===== config.mk =====
export PLATFORM = sky130hd
export DESIGN_NAME = inst_issue_queue
export DESIGN_NICKNAME = d
export VERILOG_FILES = /design/src/rtl/pipe_pkg.sv /design/src/rtl/iq_storage.sv /design/src/rtl/inst_issue_queue.sv
export SDC_FILE = /design/constraint.sdc
export NUM_CORES = 1
export LEC_CHECK = 0
export ABC_CLOCK_PERIOD_IN_PS = 2200
export BUFFER_PORTS_ARGS = -buffer_cell sky130_fd_sc_hd__buf_4
export CAP_MARGIN = 20
export CELL_PAD_IN_SITES_DETAIL_PLACEMENT = 0
export CELL_PAD_IN_SITES_GLOBAL_PLACEMENT = 2
export CORE_MARGIN = 2
export CORE_UTILIZATION = 30
export CTS_CLUSTER_DIAMETER = 50
export CTS_CLUSTER_SIZE = 20
export DETAILED_ROUTE_END_ITERATION = 12
export GPL_TIMING_DRIVEN = 1
export PLACE_DENSITY_LB_ADDON = 0.05
export REMOVE_ABC_BUFFERS = 1
export SLEW_MARGIN = 10
export SYNTH_ARGS = -nofsm -noshare
export SYNTH_HDL_FRONTEND = slang
export SYNTH_HIERARCHICAL = 1
export SYNTH_SLANG_ARGS = --single-unit

===== constraint.sdc =====
create_clock -name clk -period 2.2 [get_ports clk]
set_clock_uncertainty 0.15 [all_clocks]
set_input_delay 0.44 -clock clk [delete_from_list [all_inputs] [get_ports clk]]
set_output_delay 0.44 -clock clk [all_outputs]
set_load 0.02 [all_outputs]

===== src/rtl/pipe_pkg.sv =====
`default_nettype none
// ============================================================================
// pipe_pkg : instruction format and opcodes shared by the add/sub/and pipe
// Revision : 1.0
// ============================================================================
package pipe_pkg;
  localparam int OP_W   = 2;
  localparam int REG_W  = 2;
  localparam int INST_W = 8;

  localparam logic [OP_W-1:0] OP_NOP = 2'b00;
  localparam logic [OP_W-1:0] OP_ADD = 2'b01;
  localparam logic [OP_W-1:0] OP_SUB = 2'b10;
  localparam logic [OP_W-1:0] OP_AND = 2'b11;

  localparam logic [INST_W-1:0] NOP_INST = 8'h00;

  typedef struct packed {
    logic [OP_W-1:0]  op;
    logic [REG_W-1:0] rs1;
    logic [REG_W-1:0] rs2;
    logic [REG_W-1:0] rd;
  } inst_t;
endpackage
`default_nettype wire


===== src/rtl/iq_storage.sv =====
`default_nettype none
// ============================================================================
// iq_storage : DEPTH-entry circular instruction buffer with occupancy count
// Revision   : 1.0
// ============================================================================
module iq_storage
  import pipe_pkg::*;
#(
  parameter int DEPTH = 4
) (
  input  logic                         clk,
  input  logic                         rst,
  input  logic                         push,
  input  logic                         pop,
  input  logic                         flush,
  input  inst_t                        wr_data,
  output inst_t                        head,
  output logic [$clog2(DEPTH+1)-1:0]   count
);
  localparam int PTR_W    = $clog2(DEPTH);
  localparam int CNT_BITS = $clog2(DEPTH+1);

  inst_t               r_mem [DEPTH];
  logic [PTR_W-1:0]    r_rd_ptr;
  logic [PTR_W-1:0]    r_wr_ptr;
  logic [CNT_BITS-1:0] r_count;

  // Full and empty share pointer equality; the count alone tells them apart.
  always_ff @(posedge clk or negedge rst) begin
    if (!rst) begin
      r_rd_ptr <= '0;
      r_wr_ptr <= '0;
      r_count  <= '0;
    end else if (flush) begin
      r_rd_ptr <= '0;
      r_wr_ptr <= '0;
      r_count  <= '0;
    end else begin
      if (push) r_wr_ptr <= r_wr_ptr + PTR_W'(1);
      if (pop)  r_rd_ptr <= r_rd_ptr + PTR_W'(1);
      case ({push, pop})
        2'b10:   r_count <= r_count + CNT_BITS'(1);
        2'b01:   r_count <= r_count - CNT_BITS'(1);
        default: r_count <= r_count;
      endcase
    end
  end

  always_ff @(posedge clk) begin
    if (push && !flush) r_mem[r_wr_ptr] <= wr_data;
  end

  assign head  = r_mem[r_rd_ptr];
  assign count = r_count;

  a_count_bound: assert property (@(posedge clk) disable iff (!rst)
    r_count <= CNT_BITS'(DEPTH));
  a_ptr_count: assert property (@(posedge clk) disable iff (!rst)
    PTR_W'(r_wr_ptr - r_rd_ptr) == r_count[PTR_W-1:0]);
endmodule
`default_nettype wire


===== src/rtl/inst_issue_queue.sv =====
`default_nettype none
// ============================================================================
// inst_issue_queue : buffered instruction supply with NOP fill and issue count
// Revision         : 1.0
// ============================================================================
module inst_issue_queue
  import pipe_pkg::*;
#(
  parameter int DEPTH     = 4,
  parameter int DROP_NOPS = 1,
  parameter int CNT_W     = 16
) (
  input  logic                        clk,
  input  logic                        rst,
  input  logic                        in_valid,
  input  logic [INST_W-1:0]           in_inst,
  output logic                        in_ready,
  input  logic                        hold,
  input  logic                        flush,
  output logic [INST_W-1:0]           inst,
  output logic                        inst_issued,
  output logic [$clog2(DEPTH+1)-1:0]  count,
  output logic [CNT_W-1:0]            issue_cnt
);
  localparam int CNT_BITS = $clog2(DEPTH+1);

  inst_t               w_in;
  inst_t               w_head;
  logic                w_is_nop;
  logic                w_push;
  logic                w_store;
  logic                w_pop;
  logic [CNT_BITS-1:0] w_count;
  logic [CNT_W-1:0]    r_issue_cnt;

  assign w_in     = inst_t'(in_inst);
  assign w_is_nop = (DROP_NOPS != 0) && (w_in.op == OP_NOP);

  // Ready depends on registered occupancy only, so a full queue stalls even while popping.
  assign in_ready = (w_count != CNT_BITS'(DEPTH)) && !flush && rst;
  assign w_push   = in_valid && in_ready && !flush;
  assign w_store  = w_push && !w_is_nop;
  assign w_pop    = (w_count != '0) && !hold && !flush;

  iq_storage #(
    .DEPTH   (DEPTH)
  ) u_storage (
    .clk     (clk),
    .rst     (rst),
    .push    (w_store),
    .pop     (w_pop),
    .flush   (flush),
    .wr_data (w_in),
    .head    (w_head),
    .count   (w_count)
  );

  always_ff @(posedge clk or negedge rst) begin
    if (!rst)       r_issue_cnt <= '0;
    else if (w_pop) r_issue_cnt <= r_issue_cnt + CNT_W'(1);
  end

  assign inst        = w_pop ? w_head : NOP_INST;
  assign inst_issued = w_pop;
  assign count       = w_count;
  assign issue_cnt   = r_issue_cnt;

  a_issue_nonempty: assert property (@(posedge clk) disable iff (!rst)
    inst_issued |-> (w_count != '0));
  a_idle_is_nop: assert property (@(posedge clk) disable iff (!rst)
    !inst_issued |-> (inst == NOP_INST));
endmodule
`default_nettype wire


== After elaboration in Yosys (flattened, before gate mapping) ==
Memories as Yosys holds them, arrays and structs flattened.
Index checks and enable logic that the tools add are counted.

* Bits in registers: 23
* RAM bits: 32
* Bits of input ports: 13
* Logic and storage cells: 38
* Memories kept: 1

* Add/sub/neg operators: 5
* Eq/ne operators: 3
* Muxes and demuxes: 9
* Reductions and logical operators: 16

{| class="wikitable"
|+ Memory list
! memory !! words !! bits a word !! read ports !! clocked after Yosys merged registers in !! wr ports !! RTL line !! RTL
|-
| u_storage.r_mem || 4 || 8 || 1 || 0 || 1 || iq_storage.sv:23 || <nowiki>inst_t r_mem [DEPTH];</nowiki>
|}

{| class="wikitable"
|+ Operators by type and width
! cell !! count
|-
| 16-bit by 1-bit adder with 16-bit output, second input constant || 1
|-
| 1-bit logical AND || 8
|-
| 2-bit two-way mux || 4
|-
| 8-bit two-way mux || 1
|-
| 3-bit one-hot mux with 2 select lines || 1
|-
| 3-bit nonzero test || 2
|-
| 2-bit by 1-bit adder with 2-bit output, second input constant || 2
|-
| 2-bit nonzero test || 2
|-
| 3-bit by 1-bit adder with 3-bit output, second input constant || 1
|-
| 1-bit zero test || 3
|-
| 3-bit two-way mux || 1
|-
| 3-bit != test, second input constant || 1
|-
| 3-bit by 1-bit subtractor with 3-bit output, second input constant || 1
|-
| 2-bit by 1-bit equality test with 1-bit output, second input constant || 1
|-
| 2-bit equality test, second input constant || 1
|-
| 2-bit zero test || 1
|-
| 1-bit two-way mux || 2
|}

== Depth between registers and ports, before layout ==
Gate-level depths: netlist (run 1).

* Depth in word-level cells: 9
* Depth in mapped cells: 9
* Gate-level depth less buffers: 8

== Cells and area by module ==
The synthesis (run 1) kept the hierarchy.

{| class="wikitable"
|+ By module, submodules not included
! module !! instances !! cells an instance !! area an instance (um^2) !! seq. area each (um^2)
|-
| iq_storage || 1 || 83 || 1,604.0 || 1,136.1
|-
| inst_issue_queue || 1 || 78 || 858.3 || 400.4
|}

== Worst setup path before layout (run 1) ==
OpenSTA, ideal clock, no wires.

* Kind: register to register
* From: reg u_storage.r_count[0], in the netlist u_storage/count[0]
* To: reg u_storage.r_count[2], in the netlist u_storage/count[2]
* Arrival time: 2.242 ns
* Setup slack: -0.324 ns
* Cell stages (with the launch flop): 10
* Path buffers: 1
* Clock period less this slack: 2.524 ns
* Cell sequence: dfrtp_1 -> nor2_1 -> a21oi_1 -> o211a_1 -> buf_6 -> nor2b_1 -> fa_1 -> and3b_1 -> nor3_1 -> nor3b_2

* Longest elaborated chain between the ends: 9
* Elaborated cells on any way between the ends: 16
* Those cells by class: add/sub: 2; eq/ne: 3; mux: 2; reduce/logical: 9

{| class="wikitable"
|+ Ends and longest elaborated chain
! element !! RTL line !! RTL
|-
| start, declared || iq_storage.sv:26 || <nowiki>logic [CNT_BITS-1:0] r_count;</nowiki>
|-
| start signal, assigned || iq_storage.sv:42 || <nowiki>2'b10: r_count <= r_count + CNT_BITS'(1);</nowiki>
|-
| start signal, assigned || iq_storage.sv:43 || <nowiki>2'b01: r_count <= r_count - CNT_BITS'(1);</nowiki>
|-
| start signal, assigned || iq_storage.sv:44 || <nowiki>default: r_count <= r_count;</nowiki>
|-
| 3-bit != test * || inst_issue_queue.sv:40 || <nowiki>assign in_ready = (w_count != CNT_BITS'(DEPTH)) && !flush && rst;</nowiki>
|-
| 1-bit logical AND * (2 in series) || inst_issue_queue.sv:40 ||
|-
| net in_ready || inst_issue_queue.sv:17 || <nowiki>output logic in_ready,</nowiki>
|-
| 1-bit logical AND * (2 in series) || inst_issue_queue.sv:41 || <nowiki>assign w_push = in_valid && in_ready && !flush;</nowiki>
|-
| 1-bit logical AND * || inst_issue_queue.sv:42 || <nowiki>assign w_store = w_push && !w_is_nop;</nowiki>
|-
| net w_store || inst_issue_queue.sv:31 || <nowiki>logic w_store;</nowiki>
|-
| 2-bit by 1-bit equality test with 1-bit output or 2-bit equality test (tied branches) || iq_storage.sv:41 || <nowiki>case ({push, pop})</nowiki>
|-
| 3-bit one-hot mux with 2 select lines || iq_storage.sv:41 ||
|-
| 3-bit two-way mux || iq_storage.sv:34 || <nowiki>end else if (flush) begin</nowiki>
|}

The timed path passes the listed nets; every way through them passes the cells marked *.
A chain may end at the register's enable or synchronous reset.

==> key figures, run 1 <==
Worst setup path
  – Reg2reg start: u_storage/count[0]
  – R2R setup slack: 0.02 ns
  – Startpoint Class: register
  – CP endpoint kind: output pin
  – Crit path DAT: 1.64 ns
  – Crit Path Class: reg2out
  – FF-to-FF path depth: 7
  – Reg2reg end: u_storage/count[2]
  – Crit path from: u_storage/r_rd_ptr[0]
  – Crit path max fanout: 6
  – Worst endpoint required time: 1.61 ns

Synth
  – Main synth FF type: edfxtp_1
  – Post-synth EDFFs: 32
  – Post-synth ARST share: 0.418
  – Yosys top cell by area: edfxtp_1
  – Synthesized flop and latch total: 55
  – Gate count after technology mapping: 161
  – Seq/Total Area, Yosys: 0.624
  – Avg Inst Size Synth: 15.3 um^2
  – Cell variety after synth: 33
  – Synthesized area: 0.00246 mm^2
  – Largest cells by area after synthesis: edfxtp_1 39%, dfrtp_1 23%, mux4_2 7.3%
  – Post-synth top area share: 0.390
  – Synth cell count leaders: 32 x edfxtp_1, 23 x dfrtp_1, 11 x nor2_1, 10 x xor2_1
  – Yosys warns: 6
  – Top-count cell post-synth: edfxtp_1

Cells and area
  – Fin area: 0.00324 mm^2
  – Nets@finish: 245
  – Share of cells above drive strength 1: 0.441
  – Fill count: 802
  – Ant. Diodes: 0
  – Final core occ: 0.400
  – Post-route insts no fill: 332
  – Area growth syn-to-layout: 31.4%

Floorplan
  – Die width: 94.6 um
  – IO Pins: 42
  – Die height: 94.6 um
  – Row cnt: 33
  – Die area: 0.00895 mm^2
  – Initial core utilization: 0.304
  – Core area: 0.00809 mm^2

Worst hold path
  – Min-delay worst type: in2async

Placed design
  – PortBufs: 41
  – Dpl cells: 323
  – Cell area after placement: 0.00304 mm^2
  – Final Wtd Congestion: 0.731
  – HPWL after detailed placement: 3790 um
  – Pre-CTS setup slack: -0.108 ns

STA
  – Final Slew Violations: 0
  – Tcrit/Tclk final: 1.02
  – Rel. slew slack: 0.698
  – Worst Slack Setup Final: -0.0348 ns
  – Worst Tran Pin Value: 0.453 ns
  – Max Fclk: 0.447 GHz
  – Final Hold Fails: 17
  – RSZ-0062 raised after global routing: true
  – Setup Viol. Count Final: 8
  – Hold WS: -0.00858 ns
  – Final min period: 2.23 ns

GRT
  – Vias in the first global route: 1560
  – GRT Total Usage: 0.121
  – Largest net degree at the start of global routing: 24
  – First-pass GRT wire length: 8070 um
  – Grt total ovfl: 0
  – Initial antenna violation count: 0

Clocking
  – Clock sink total: 55
  – TritonCTS clock tree: done
  – Clock latency on the worst-skew pair: 0.31 ns
  – H-tree Lvls: 2
  – Cts bufs inserted: 5
  – Clock root buffer master: clkbuf_8
  – Worst-path clk slew: 0.10 ns
  – Cts hold-fix bufs: 0
  – CTS Buffer Depth: 2

Route
  – 1st-iter DRT viols: 38
  – DRC: 0
  – Post-DRT Antenna Nets: 0
  – Per-cell routed wire length: 15.6 um
  – Drt total wl: 5170 um
  – First drt pass iteration count: 4
  – Vias per inst: 4.51
  – Routed via count: 1497

Run status
  – Status: finished with violations
  – Failing checks: negative hold slack, negative setup slack

Flow run
  – Max_cap viols: 0

Pwr
  – Static leakage: 1.39 nW
  – Ratio of total power to cell area: 667 mW/mm^2
  – VDD IR max: 0.227 mV
-- how the worst max path moves through the flow --
stage	endpoint	slack, ns
2_1_floorplan	u_storage/count[2]	-0.57
3_3_place_gp	u_storage/count[2]	-0.03
3_5_place_dp	u_storage/count[2]	-0.11
4_1_cts	inst[7]	-0.08
5_1_grt	inst[1]	-0.12
6_report	inst[7]	-0.03
-- cell usage in the layout (no fill, tap or decap), drive strengths merged --
master	instances
buf	65
edfxtp	32
dfrtp	23
nor2	11
xor2	11
xnor2	9
and3	9
mux4	8
nand2	6
and2	6
nand3	5
ha	5
clkbuf	5
inv	5
nor3	4
nand4	3
nor4	3
mux2i	2
nor2b	2
nor3b	2
or3	1
nand2b	1
a21oi	1
o211a	1
and4	1
mux2	1
bufinv	1
clkinv	1
and3b	1
o21ai	1
fa	1
-- through the flow --
| step | total power (W) | TNS, ns |
|---|---|---|
| finish | 0.00216 | -0.205 |
| global route | 0.00226 | -0.887 |
| CTS | 0.00218 | -0.527 |
| detailed placement | 0.00150 | -0.108 |
| global placement | 0.00150 | -0.0309 |
| floorplan | 0.00134 | -6.23 |
-- report_power, final --
group,leakage (nW),total [W],internal (W),switching (W)
logic,0.733,0.000325,0.000152,0.000173
registers,0.599,0.00117,0.00113,0.0000411
clock network,0.0562,0.000665,0.000340,0.000325
-- critical path: stages, from the launching register on --
cell,delay (ns)
dfrtp_1,0.38
buf_6,0.15
mux4_2,0.50
and3_4,0.17
buf_6,0.13
-- cells by family (layout without fill, tap and decap cells) --
group                    count (synthesis)  count (layout)  share of synthesized area
flip-flops                              55              55                      0.624
AND/OR/NAND/NOR                         55              55                      0.149
XOR/XNOR                                20              20                     0.0742
multiplexers                            11              11                     0.0859
buffers and inverters                   11              77                     0.0249
adder cells (fa/ha/maj)                  6               6                     0.0335
AO/OA/AOI/OAI                            3               3                    0.00813
-- flip-flops by register name, indices dropped and copies added, names as in the netlist --
| signal | count |
|---|---|
| u_storage/count | 3 |
| u_storage/r_wr_ptr | 2 |
| u_storage/r_rd_ptr | 2 |
| issue_cnt | 16 |
| u_storage/r_mem | 32 |
-- metal layers --
| layer | part of all wire | GRT usage | vias up |
|---|---|---|---|
| li1 | - | - | 707 |
| met1 | 0.45 | 0.156 | 757 |
| met2 | 0.50 | 0.208 | 29 |
| met3 | 0.040 | 0.0239 | 4 |
| met4 | 0.0085 | 0.0326 | 0 |
| met5 | 0 | 0 | - |
-- cell type report --
class / count / area (um^2) / area share
Inverter: 4 / 15.0 / 0.00464
Clock inverter: 3 / 42.5 / 0.0131
Tap cell: 105 / 131 / 0.0406
Clock buffer: 5 / 68.8 / 0.0213
Multi-Input combinational cell: 95 / 918 / 0.284
Timing Repair Buffer: 65 / 523 / 0.162
Sequential cell: 55 / 1540 / 0.475
-- what timing repair did --
item,4_1_cts,5_1_grt
pin swaps,1,7
buffers inserted,0,1
setup endpoints to repair,10,24
hold endpoints to repair,0,0
resized for setup,10,9
No activity file was read; power rests on OpenSTA's default activity.
==> run 2, diff against run 1 <==
--- a/config.mk
+++ b/config.mk
@@ -8,8 +8,8 @@
 export ABC_CLOCK_PERIOD_IN_PS = 2200
 export BUFFER_PORTS_ARGS = -buffer_cell sky130_fd_sc_hd__buf_4
 export CAP_MARGIN = 20
-export CELL_PAD_IN_SITES_DETAIL_PLACEMENT = 0
-export CELL_PAD_IN_SITES_GLOBAL_PLACEMENT = 2
+export CELL_PAD_IN_SITES_DETAIL_PLACEMENT = 1
+export CELL_PAD_IN_SITES_GLOBAL_PLACEMENT = 1
 export CORE_MARGIN = 2
 export CORE_UTILIZATION = 30
 export CTS_CLUSTER_DIAMETER = 50
==> key figures, run 2 (synthesis results as in run 1) <==
Placed design
  – Final Wtd Congestion: 0.694
  – Pre-CTS setup slack: -0.102 ns
  – Dpl cells: 320
  – PortBufs: 41
  – HPWL after detailed placement: 3890 um

Cells and area
  – Area growth syn-to-layout: 31.6%
  – Commonest non-fill, non-tap cells in the layout: 59 x buf_4, 32 x edfxtp_1, 22 x dfrtp_1
  – Commonest non-fill, non-tap cell in the layout: buf_4
  – Share of cells above drive strength 1: 0.461
  – Max FFs per register: 32
  – Final core occ: 0.400
  – Most flops, register: u_storage/r_mem
  – Ant. Diodes: 0
  – Post-route insts no fill: 335
  – Nets@finish: 248

STA
  – Hold WS: 0.0265 ns
  – RSZ-0062 raised after global routing: true
  – Rel. slew slack: 0.742
  – Tcrit/Tclk final: 1.01
  – Max Fclk: 0.449 GHz
  – Final min period: 2.23 ns
  – Final Slew Violations: 0
  – Setup total negative slack: -0.129 ns
  – Worst Slack Setup Final: -0.0268 ns
  – Setup Viol. Count Final: 8
  – Final Hold Fails: 0
  – Worst Tran Pin Value: 0.385 ns

Clocking
  – Worst-path clk slew: 0.10 ns
  – CTS Buffer Depth: 2
  – Clock root buffer master: clkbuf_8
  – Cts bufs inserted: 5
  – Cts hold-fix bufs: 0
  – Clock latency on the worst-skew pair: 0.31 ns
  – H-tree Lvls: 2
  – Clock sink total: 55
  – TritonCTS clock tree: done

Pwr
  – P_sw: 0.000559 W
  – Ratio of total power to cell area: 638 mW/mm^2
  – Sw Share: 0.270
  – Gate power share: 0.160
  – Clock power share: 0.275
  – VDD IR max: 0.370 mV
  – Sequential power share: 0.565
  – Int Pwr: 0.00151 W
  – Static leakage: 1.39 nW

Route
  – Drt total wl: 5380 um
  – Routed via count: 1504
  – DRC: 0
  – First drt pass iteration count: 4
  – Vias per inst: 4.49
  – Per-cell routed wire length: 16.1 um
  – 1st-iter DRT viols: 62
  – Post-DRT Antenna Nets: 0

Floorplan
  – Row cnt: 33
  – IO Pins: 42
  – Die width: 94.6 um
  – Die height: 94.6 um
  – Initial core utilization: 0.304
  – Die area: 0.00895 mm^2
  – Core area: 0.00809 mm^2

Worst setup path
  – Critical path's slowest cell: mux4_2
  – Cells along the critical path: buf_12 -> mux4_2 -> and3_4 -> buf_6
  – Startpoint Class: register
  – CP endpoint kind: output pin
  – Crit Path Class: reg2out
  – Largest stage delay on the critical path: 0.50 ns
  – Worst path bufs/invs: 2
  – Worst endpoint required time: 1.61 ns
  – Crit path DAT: 1.64 ns
  – Crit path max fanout: 9
  – CP top delay family: multiplexers

GRT
  – Vias in the first global route: 1562
  – GRT Total Usage: 0.128
  – Largest net degree at the start of global routing: 24
  – First-pass GRT wire length: 8430 um
  – Initial antenna violation count: 0
  – Grt total ovfl: 0

Flow run
  – Max_cap viols: 0

Run status
  – Status: finished with violations
  – Failing checks: negative setup slack

Worst hold path
  – Min-delay worst type: in2async
-- run 2: cell types whose count changed in the layout (fill, tap and decap cells not counted), sizes merged --
cell	delta
buf	+3
bufinv	-1
clkinvlp	+1
-- run 2: path summary, 6_finish.rpt --
path | slack (ns) | cells after the start | to | from
setup / recovery | -0.03 | 4 | inst[0] | u_storage/r_rd_ptr[0]
hold / removal | 0.03 | 2 | issue_cnt[1] | rst
setup reg to reg | 0.06 | 7 | u_storage/count[2] | u_storage/count[1]
hold reg to reg | 0.32 | 1 | issue_cnt[15] | issue_cnt[15]
max in group asynchronous | 1.61 | 2 | u_storage/r_rd_ptr[1] | rst
min in group clk | 0.17 | 1 | u_storage/r_mem[3][0] | in_inst[0]
-- run 2: layout make-up --
type,count,area (um^2)
clock buffer,5,68.8
inverter,4,15.0
tap,105,131
fill,886,4850
sequential,55,1540
multi-input combinational,95,916
timing repair buffer,68,553
clock inverter,3,18.8
-- run 2: layer usage --
layer / global-route usage / wire (um) / vias up
met2: 0.218 / 2730 / 25
met4: 0.0362 / 44 / 0
li1: - / - / 711
met5: 0 / 0 / -
met3: 0.0271 / 162 / 4
met1: 0.166 / 2440 / 764
-- run 2: power groups by stage --
stage | clock, W | combinational (W) | sequential (W)
after floorplan | 0 | 0.000112 | 0.00123
after global placement | 0 | 0.000307 | 0.00119
after detailed placement | 0 | 0.000312 | 0.00119
after CTS | 0.000593 | 0.000320 | 0.00117
after global routing | 0.000637 | 0.000358 | 0.00118
final | 0.000568 | 0.000331 | 0.00117
-- run 2: per-stage QoR --
stage | power, W | instance area [um^2]
2_1_floorplan | 0.00134 | 2420
3_3_place_gp | 0.00149 | 3020
3_5_place_dp | 0.00151 | 3020
4_1_cts | 0.00208 | 3150
5_1_grt | 0.00217 | 3240
6_report | 0.00207 | 3240
-- run 2: worst register-to-register path, cell delays in order, from the launching register on --
cell and delay (ns):
dfrtp_1 0.39, or3_4 0.39, and2_4 0.17, nor2b_1 0.14, fa_2 0.35, nor3b_2 0.24
o21ai_1 0.07, nor3b_2 0.15
-- run 2: timing repair --
| action | in CTS | in global routing |
|---|---|---|
| endpoints found under the setup margin | 10 | 42 |
| resized for setup | 9 | 12 |
| pin swaps | 1 | 0 |
| setup buffers | 1 | 6 |
==> run 3, diff against run 2 <==
==> constraint.sdc (replaced) <==
create_clock -name clk -period 2.2 [get_ports clk]
set_clock_uncertainty 0.15 [all_clocks]
set_input_delay 0.44 -clock clk [delete_from_list [all_inputs] [get_ports clk]]
set_output_delay 0.44 -clock clk [all_outputs]
set_load 0.005 [all_outputs]
==> key figures, run 3 (synthesis results as in run 1) <==
Run status
  – Status: finished with violations
  – Failing checks: negative setup slack

STA
  – Max Fclk: 0.445 GHz
  – Tcrit/Tclk final: 1.02
  – Worst Slack Setup Final: -0.0465 ns
  – Worst Tran Pin Value: 0.385 ns
  – Setup Viol. Count Final: 8
  – RSZ-0062 raised after global routing: true
  – Rel. slew slack: 0.743
  – Final Hold Fails: 0
  – Final Slew Violations: 0
  – Final min period: 2.25 ns

Worst setup path
  – Reg2reg start: u_storage/count[2]
  – FF-to-FF path depth: 7
  – Critical path's slowest cell: mux4_2
  – Crit path max fanout: 4
  – Worst endpoint required time: 1.61 ns
  – Crit path from: u_storage/r_rd_ptr[0]
  – Startpoint Class: register
  – R2R setup slack: 0.02 ns
  – Setup crit end: inst[5]
  – Crit path DAT: 1.66 ns
  – Crit Path Class: reg2out
  – Reg2reg end: u_storage/count[2]
  – Largest stage delay on the critical path: 0.47 ns
  – Cells along the critical path: clkbuf_16 -> mux4_2 -> and3_1 -> buf_4
  – CP endpoint kind: output pin

Pwr
  – VDD IR max: 0.395 mV
  – Ratio of total power to cell area: 654 mW/mm^2
  – Static leakage: 1.38 nW

Cells and area
  – Commonest non-fill, non-tap cells in the layout: 55 x buf_4, 32 x edfxtp_1, 21 x dfrtp_1
  – Final core occ: 0.401
  – Fin area: 0.00324 mm^2
  – Post-route insts no fill: 330
  – Area growth syn-to-layout: 31.7%
  – Nets@finish: 243
  – Ant. Diodes: 0
  – Most flops, register: u_storage/r_mem
  – Share of cells above drive strength 1: 0.453
  – Commonest non-fill, non-tap cell in the layout: buf_4
  – Max FFs per register: 32

Floorplan
  – IO Pins: 42
  – Core area: 0.00809 mm^2
  – Die height: 94.6 um
  – Die width: 94.6 um
  – Row cnt: 33
  – Die area: 0.00895 mm^2
  – Initial core utilization: 0.304

Clocking
  – CTS Buffer Depth: 2
  – TritonCTS clock tree: done
  – Clock root buffer master: clkbuf_8
  – Cts bufs inserted: 5
  – Clock latency on the worst-skew pair: 0.31 ns
  – Worst-path clk slew: 0.11 ns
  – Clock sink total: 55
  – H-tree Lvls: 2
  – Cts hold-fix bufs: 0

Flow run
  – Max_cap viols: 0

Route
  – Vias per inst: 4.51
  – Drt total wl: 5310 um
  – Routed via count: 1487
  – DRC: 0
  – Post-DRT Antenna Nets: 0
  – First drt pass iteration count: 3
  – 1st-iter DRT viols: 63
  – Per-cell routed wire length: 16.1 um

GRT
  – Largest net degree at the start of global routing: 24
  – Vias in the first global route: 1618
  – GRT Total Usage: 0.132
  – Initial antenna violation count: 0
  – First-pass GRT wire length: 8740 um
  – Grt total ovfl: 0

Worst hold path
  – Min-delay worst type: in2async

Placed design
  – PortBufs: 41
  – HPWL after detailed placement: 3880 um
  – Cell area after placement: 0.00301 mm^2
  – Dpl cells: 319
  – Final Wtd Congestion: 0.693
## run 3: through the flow
stage          worst slack (ns)  total power (W)  hold slack (ns)  setup TNS [ns]
4_1_cts                 -0.0355          0.00215           0.0258          -0.225
2_1_floorplan            -0.416          0.00130         -0.00559          -0.622
6_report                -0.0465          0.00212          0.00154          -0.245
3_5_place_dp             -0.117          0.00146            0.316           -2.11
5_1_grt                  -0.103          0.00223           0.0355          -0.832
3_3_place_gp            0.00460          0.00145            0.307               0
## run 3: worst min path at each step
stage	startpoint	endpoint	slack [ns]	depth (start not counted)
finish	rst	issue_cnt[9]	0.002	2
global route	rst	issue_cnt[9]	0.04	2
CTS	rst	issue_cnt[9]	0.03	2
detailed placement	issue_cnt[15]	issue_cnt[15]	0.32	1
global placement	issue_cnt[15]	issue_cnt[15]	0.31	1
floorplan	rst	issue_cnt[0]	-0.006	0
## run 3: power breakdown
part | internal (W) | switching [W] | total (W)
sequential | 0.00113 | 0.0000418 | 0.00117
clock | 0.000340 | 0.000333 | 0.000673
combinational | 0.000150 | 0.000126 | 0.000277
total | 0.00162 | 0.000501 | 0.00212
## run 3: final cells by class
type / count / area, um^2
Fill cell: 872 / 4850
Sequential cell: 55 / 1540
Multi-Input combinational cell: 95 / 920
Timing Repair Buffer: 63 / 526
Tap cell: 105 / 131
Clock buffer: 5 / 68.8
Clock inverter: 3 / 42.5
Inverter: 4 / 15.0
## run 3: repair_timing
item / CTS / global route
buffers inserted: 1 / 1
pin swaps: 1 / 5
endpoints found under the setup margin: 9 / 42
gates cloned: 0 / 1
gates resized for setup: 9 / 13
## run 3: per-layer routing
layer  up-vias  part of all wire  track usage
li1        700                 -            -
met1       757              0.42        0.168
met2        25              0.53        0.229
met3         5             0.034       0.0255
met4         0             0.012       0.0362
met5         -                 0            0
## run 3: critical path, delay by kind of cell (launching register included)
family	cells	cell delay [ns]
multiplexers	1	0.47
flip-flops	1	0.43
buffers and inverters	2	0.30
AND/OR/NAND/NOR	1	0.15
